===== config.mk =====
export PLATFORM = sky130hd
export DESIGN_NAME = note_scheduler
export DESIGN_NICKNAME = d
export VERILOG_FILES = /design/src/rtl/note_scheduler.sv
export SDC_FILE = /design/constraint.sdc
export NUM_CORES = 1
export LEC_CHECK = 0
export ABC_AREA = 1
export CAP_MARGIN = 10
export CORE_ASPECT_RATIO = 2
export CORE_MARGIN = 2
export CORE_UTILIZATION = 55
export DETAILED_ROUTE_END_ITERATION = 7
export GPL_ROUTABILITY_DRIVEN = 0
export PLACE_DENSITY = 0.87
export SYNTH_ARGS = -nofsm -noshare
export SYNTH_HDL_FRONTEND = slang
export SYNTH_SLANG_ARGS = --single-unit

===== constraint.sdc =====
create_clock -name frame_clk -period 4.2 [get_ports frame_clk]
set_input_delay 0.84 -clock frame_clk [delete_from_list [all_inputs] [get_ports frame_clk]]
set_output_delay 0.84 -clock frame_clk [all_outputs]
set_load 0.05 [all_outputs]

===== src/rtl/note_scheduler.sv =====
// note_scheduler: walks a chart ROM and spawns notes into four falling-block slots on their frame.
module note_scheduler #(
  parameter logic [9:0] LANE_X0 = 10'd200,
  parameter logic [9:0] LANE_X1 = 10'd280,
  parameter logic [9:0] LANE_X2 = 10'd360,
  parameter logic [9:0] LANE_X3 = 10'd440
) (
  input  logic        frame_clk,
  input  logic        Reset,
  input  logic        start,
  output logic [7:0]  chart_addr,
  input  logic [15:0] chart_data,
  input  logic [3:0]  slot_done,
  output logic [3:0]  slot_reset,
  output logic [3:0]  slot_ready,
  output logic [39:0] slot_x,
  output logic        busy,
  output logic        level_done,
  output logic [7:0]  drop_cnt
);
  typedef enum logic [2:0] {IDLE, FETCH, WAIT, SPAWN, DRAIN, DONE} state_t;
  state_t      state_q, state_d;
  logic [7:0]  addr_q, addr_d, drop_q, drop_d;
  logic [12:0] fc_q, fc_d, spawn_q, spawn_d;
  logic [1:0]  lane_q, lane_d;
  logic [3:0]  occ_q, occ_d, rst_q, rst_d, rdy_q, rdy_d;
  logic [39:0] x_q, x_d;
  logic [3:0]  free, grant, rel;
  logic [9:0]  lane_x;
  logic        restart, spawning, active;
  always_ff @(posedge frame_clk or posedge Reset) begin
    if (Reset) begin
      state_q <= IDLE;
      addr_q  <= '0;
      drop_q  <= '0;
      fc_q    <= '0;
      spawn_q <= '0;
      lane_q  <= '0;
      occ_q   <= '0;
      rst_q   <= '0;
      rdy_q   <= '0;
      x_q     <= '0;
    end else begin
      state_q <= state_d;
      addr_q  <= addr_d;
      drop_q  <= drop_d;
      fc_q    <= fc_d;
      spawn_q <= spawn_d;
      lane_q  <= lane_d;
      occ_q   <= occ_d;
      rst_q   <= rst_d;
      rdy_q   <= rdy_d;
      x_q     <= x_d;
    end
  end
  always_comb begin
    state_d = state_q;
    case (state_q)
      IDLE, DONE: state_d = start ? FETCH : state_q;
      FETCH:      state_d = (chart_data[15] || addr_q == 8'hFF) ? DRAIN : WAIT;
      WAIT:       state_d = (fc_q >= spawn_q) ? SPAWN : WAIT;
      SPAWN:      state_d = FETCH;
      DRAIN:      state_d = (occ_q == 4'b0000) ? DONE : DRAIN;
      default:    state_d = IDLE;
    endcase
  end
  // release needs ~rst_q so a slot still in its reset pulse ignores a stale done
  always_comb begin
    active   = state_q != IDLE && state_q != DONE;
    restart  = !active && start;
    spawning = state_q == SPAWN;
    free     = ~occ_q;
    grant    = spawning ? (free & (~free + 4'd1)) : 4'b0000;
    rel      = occ_q & rdy_q & slot_done & ~rst_q;
    lane_x   = lane_q == 2'd0 ? LANE_X0 : lane_q == 2'd1 ? LANE_X1 :
               lane_q == 2'd2 ? LANE_X2 : LANE_X3;
    addr_d   = restart ? 8'd0 : spawning ? addr_q + 8'd1 : addr_q;
    fc_d     = restart ? 13'd0 : (active && fc_q != 13'h1FFF) ? fc_q + 13'd1 : fc_q;
    drop_d   = restart ? 8'd0 :
               (spawning && free == 4'b0000 && drop_q != 8'hFF) ? drop_q + 8'd1 : drop_q;
    spawn_d  = state_q == FETCH ? chart_data[12:0] : spawn_q;
    lane_d   = state_q == FETCH ? chart_data[14:13] : lane_q;
    occ_d    = (occ_q & ~rel) | grant;
    rst_d    = grant;
    rdy_d    = (rdy_q & ~rel) | rst_q;
  end
  for (genvar i = 0; i < 4; i++) begin : g_x
    assign x_d[10*i +: 10] = grant[i] ? lane_x : x_q[10*i +: 10];
  end
  always_comb begin
    busy       = state_q != IDLE && state_q != DONE;
    level_done = state_q == DONE;
    chart_addr = addr_q;
    drop_cnt   = drop_q;
    slot_reset = rst_q;
    slot_ready = rdy_q;
    slot_x     = x_q;
  end
endmodule


# Word-level counts from Yosys, hierarchy flattened

Index checks and enable logic that the tools add are counted.
Widths: inputs -> output; s select.

Muxes and demuxes: 15
Add/subtract/negate cells: 4
Div/mod/pow operators: 0
Multipliers: 0
Reduce and logical (&&, ||, !) cells: 16
Shifts and indexed selects: 0
Eq/ne operators: 12
Magnitude comparators: 1
Bitwise operators: 12

Operators with widths:

| kind                  | number |
|---|---|
| $mux 8                | 6 |
| $mux 13               | 2 |
| $and 4x4->4           | 6 |
| $add 8x1->8 const B   | 2 |
| $not 4->4             | 4 |
| $pmux 3 s5            | 1 |
| $add 13x1->13 const B | 1 |
| $ge 13x13->1          | 1 |
| $ne 13x13->1 const B  | 1 |
| $mux 9                | 1 |
| $eq 8x8->1 const B    | 1 |
| $logic_not 4->1       | 2 |
| $ne 8x8->1 const B    | 1 |
| $or 4x4->4            | 2 |
| $eq 3x2->1 const B    | 2 |
| $eq 3x3->1 const B    | 2 |
| $mux 3                | 2 |
| $reduce_bool 2->1     | 3 |
| $logic_and 1x1->1     | 5 |
| $add 4x1->4 const B   | 1 |
| $mux 4                | 1 |
| $eq 3x1->1 const B    | 1 |
| $logic_not 3->1       | 1 |
| $ne 3x3->1 const B    | 1 |
| 9 further kinds       | 10 |

Input port bits: 23
Output and inout port bits: 66
Flip-flop bits (word level): 99
Memories: 0
Word-level logic and storage cells: 73
Bits in writable memories: 0
Latch bits: 0
ROM bits: 0

# Longest topological paths before layout

Depth after elaboration: 6
Mapped depth: 12
Depth with buffers taken out: 12

# Worst setup path before layout

No wires, ideal clock.

Path kind: register -> output
Start point: register state_q[1]
End point: output port level_done
Buffers on the path: 0
Cell stages (with the launch flop): 4
Path slack: 2.149 ns
Data arrival time: 1.211 ns
Required time: 3.360 ns
Path through: dfrtp_1 inv_1 nand2_1 nor2_1

Word-level cells in the longest chain between the ends: 1

RTL lines:

| item                   | RTL line | text |
|---|---|---|
| from (decl)            | 22       | `state_t state_q, state_d;` |
| from (signal assigned) | 44       | `state_q <= state_d;` |
| $eq 3x3->1             | 92       | `level_done = state_q == DONE;` |
| to (decl)              | 18       | `output logic level_done,` |

No other way between the ends.

# Worst setup path in the final report

Start point: register state_q[1]
End point: output port busy

Word-level cells in the longest chain between the ends: 2

RTL lines:

| item                                            | RTL line | text |
|---|---|---|
| $ne 3x3->1 or $reduce_bool 3->1 (tied branches) | 91       | `busy = state_q != IDLE && state_q != DONE;` |
| $logic_and 1x1->1 *                             | 91       |  |
| to (decl)                                       | 17       | `output logic busy,` |

Mark *: on every way between the ends. The rest lies on a longest branch, timed or not.

==> metrics.txt <==
Die ar. 8540 um2; Synth Register Bits 83; worst setup path endpoint busy; Mapped Cells 507; number of global-route vias before repair 3660; top post-synthesis cells by count nand2_1 (130), dfrtp_1 (83), inv_1 (59), nor2_1 (36); Area growth, synth to finish 24.6%; antenna cell count 0; post-CTS setup buffers 0; VDD IR max 0.490 mV; root buf cell clkbuf_16; drt first pass iters 4; area fraction in and, or, nand and nor cells after synthesis 26.5%; Syn. warnings 0; Max-cap violations 0; number of fill cells in the layout 572; cell taking the most area after synthesis dfrtp_1; worst-path cell chain inv_1, nand2_1, o21ai_2, inv_2, clkdlybuf4s50_1; setup total negative slack 0 ns; WS Path Type reg2out; Tot Pwr 3.95 mW; DRT iter0 DRCs 243; Lkg Pwr 2.59 nW; Util after Layout 70.6%; Critical Path Start state_q[1]$_DFFE_PP0P_; Cell Area, Placed 5020 um2; Clock power frac 21.0%; hold_ws 0.468 ns; Post-Syn Area 4280 um2; Synth top area share 48.6%; Slew Limit Fails 0; Seq pwr share 31.9%; DP HPWL 7340 um; nets 627; Clock Pin Slew Worst Setup and Hold Paths 0.06 ns; Synth async-reset ratio 100%; Sw Pwr 1.80 mW; Starting Density 56.7%; Period minus WS final 2.82 ns; r2r startpoint fc_q[0]$_DFFE_PP0P_; Pint 2.15 mW; share of cells above drive strength 1 7.64%; worst r2r dst fc_q[7]$_DFFE_PP0P_; syn avg cell area 8.44 um2; row count 45; largest family of logic cells by synthesized area simple AND/OR/NAND/NOR gates; Residual DRC 0; largest net degree at the start of global routing 48; grt ovf 0; RSZ-0062 raised after global routing no; fmax 0.354 GHz; vias after detailed routing 3591; total CTS buffers 9; Via density 5.26; chip height 129 um; final hold vios 0; post-synthesis compound-gate area fraction 7.58%; Place WS 1.76 ns; Ports 89; CTS tree done; final worst slack 1.38 ns; worst skew pair latency 0.35 ns; crit share post-route 67.2%; xor/xnor cell area share of the yosys netlist 1.64%; H-tree Lvls 3; CTS sink count 83; first-pass GRT wire length 16500 um; Resized cells post-CTS 0; Critical Path Fanout Max 4; total global-route track usage 25.7%; top cells by area, synth dfrtp_1 (49%), nand2_1 (11%), ha_1 (5.9%); I/O Buffers 72; Wirelength per Cell 14.3 um; combinational power share 47.1%; outcome finished clean; Synth cell types 34; Required @ worst endpoint 3.36 ns; most common cell in the netlist nand2_1; Critical Path Sink Type primary output; Slew @ Worst Pin 0.787 ns; Longest Clk Path Bufs 2; startpoint types flip-flop; Max Clock Skew 0.00462 ns; FF-to-FF setup slack 2.24 ns; Top FF cell, synth dfrtp_1; Seq/Total Area, Yosys 48.6%; Antenna Nets Post-Route 0; sw frac 45.6%; die width 66.4 um; mux cell area share after synthesis 0%; CTS Hold Bufs 0; post-route cell area 5330 um2; Data arrival, critical path 1.98 ns; FF-to-FF path depth 10; CP max-delay cell clkdlybuf4s50_1; Synth Area in Adders 5.85%; Total Wirelength 9740 um; count of final setup violators 0; relative slew slack 47.5%; max incr delay on CP 0.72 ns; non-filler cells, final 683; Post-synth EDFFs 0; pwr dens 741 nW/um2; initial antenna violation count 0; Post-Place Cells 667; core box area 7540 um2; hold crit path type reg2reg
## worst min-delay path by stage
stage / cells past startpoint / startpoint / slack [ns] / endpoint
2_1_floorplan: 2 / spawn_q[0]$_DFFE_PP0P_ / 0.45 / spawn_q[0]$_DFFE_PP0P_
3_3_place_gp: 2 / slot_x[16]$_DFFE_PP0P_ / 0.45 / slot_x[16]$_DFFE_PP0P_
3_5_place_dp: 1 / slot_x[3]$_DFFE_PP0P_ / 0.46 / slot_x[3]$_DFFE_PP0P_
4_1_cts: 1 / slot_x[3]$_DFFE_PP0P_ / 0.47 / slot_x[3]$_DFFE_PP0P_
5_1_grt: 1 / slot_x[13]$_DFFE_PP0P_ / 0.49 / slot_x[13]$_DFFE_PP0P_
6_report: 1 / slot_x[3]$_DFFE_PP0P_ / 0.47 / slot_x[3]$_DFFE_PP0P_
## routing by layer
layer | up-vias | wire, um | track usage, %
li1 | 1755 | - | -
met1 | 1702 | 3530 | 26.8
met2 | 107 | 5320 | 45.9
met3 | 27 | 416 | 5.68
met4 | 0 | 473 | 14.4
met5 | - | 0 | 0
## critical path, delay by kind of cell (launching register included)
family                 cells  cell delay (ns)
flip-flops                 1             0.42
AND/OR/NAND/NOR            1             0.09
AO/OA/AOI/OAI              1             0.22
buffers and inverters      3             0.90
## flip-flops by register name, summed over array words and instances (netlist names)
name / count
slot_x: 24
fc_q: 13
spawn_q: 13
chart_addr: 8
drop_cnt: 8
occ_q: 4
slot_ready: 4
slot_reset: 4
state_q: 3
lane_q: 2
## kinds of logic (layout without fill, tap and decap cells)
kind of cell	count (synthesis)	after routing
xor+xnor	8	8
compound gates	60	60
flops	83	83
buf+inv	88	155
other cells	1	16
fa+ha+maj	20	20
simple gates	247	247
## cell type report
cell class	instances	area, um2	area share (%)
sequential	83	2080	39.0
multi-input combinational	351	1840	34.5
timing repair buffer	75	743	13.9
inverter	64	244	4.58
clock buffer	11	233	4.37
tap	94	118	2.21
clock inverter	5	77.6	1.46
## layout by cell type, fill, tap and decap left out, types with 2 or more instances in the layout
cell type / count
nand2_1: 130
xor2_1: 8
o21ai_2: 2
inv_1: 58
o21ai_0: 35
clkbuf_1: 2
nor2_4: 2
nor3_1: 10
or2_2: 5
dfrtp_1: 83
buf_4: 3
clkbuf_16: 9
nand4_1: 16
clkinv_2: 3
o21ai_1: 7
nand2_2: 3
o21bai_1: 2
nor2_1: 36
nor2_2: 2
clkdlybuf4s50_1: 72
nor3_4: 2
inv_2: 4
conb_1: 16
ha_1: 20
a21oi_1: 11
bufinv_16: 2
nand2_4: 2
nand3_1: 35
## power by group through the flow
stage	registers, mW	logic (mW)	clock network (mW)
after floorplan	1.70	0.888	0
after global placement	1.25	1.79	0
after detailed placement	1.27	1.85	0
after CTS	1.26	1.87	0.831
after global routing	1.29	2.05	0.862
final	1.26	1.86	0.829
Note: power is estimated with default switching activity, not from simulation.
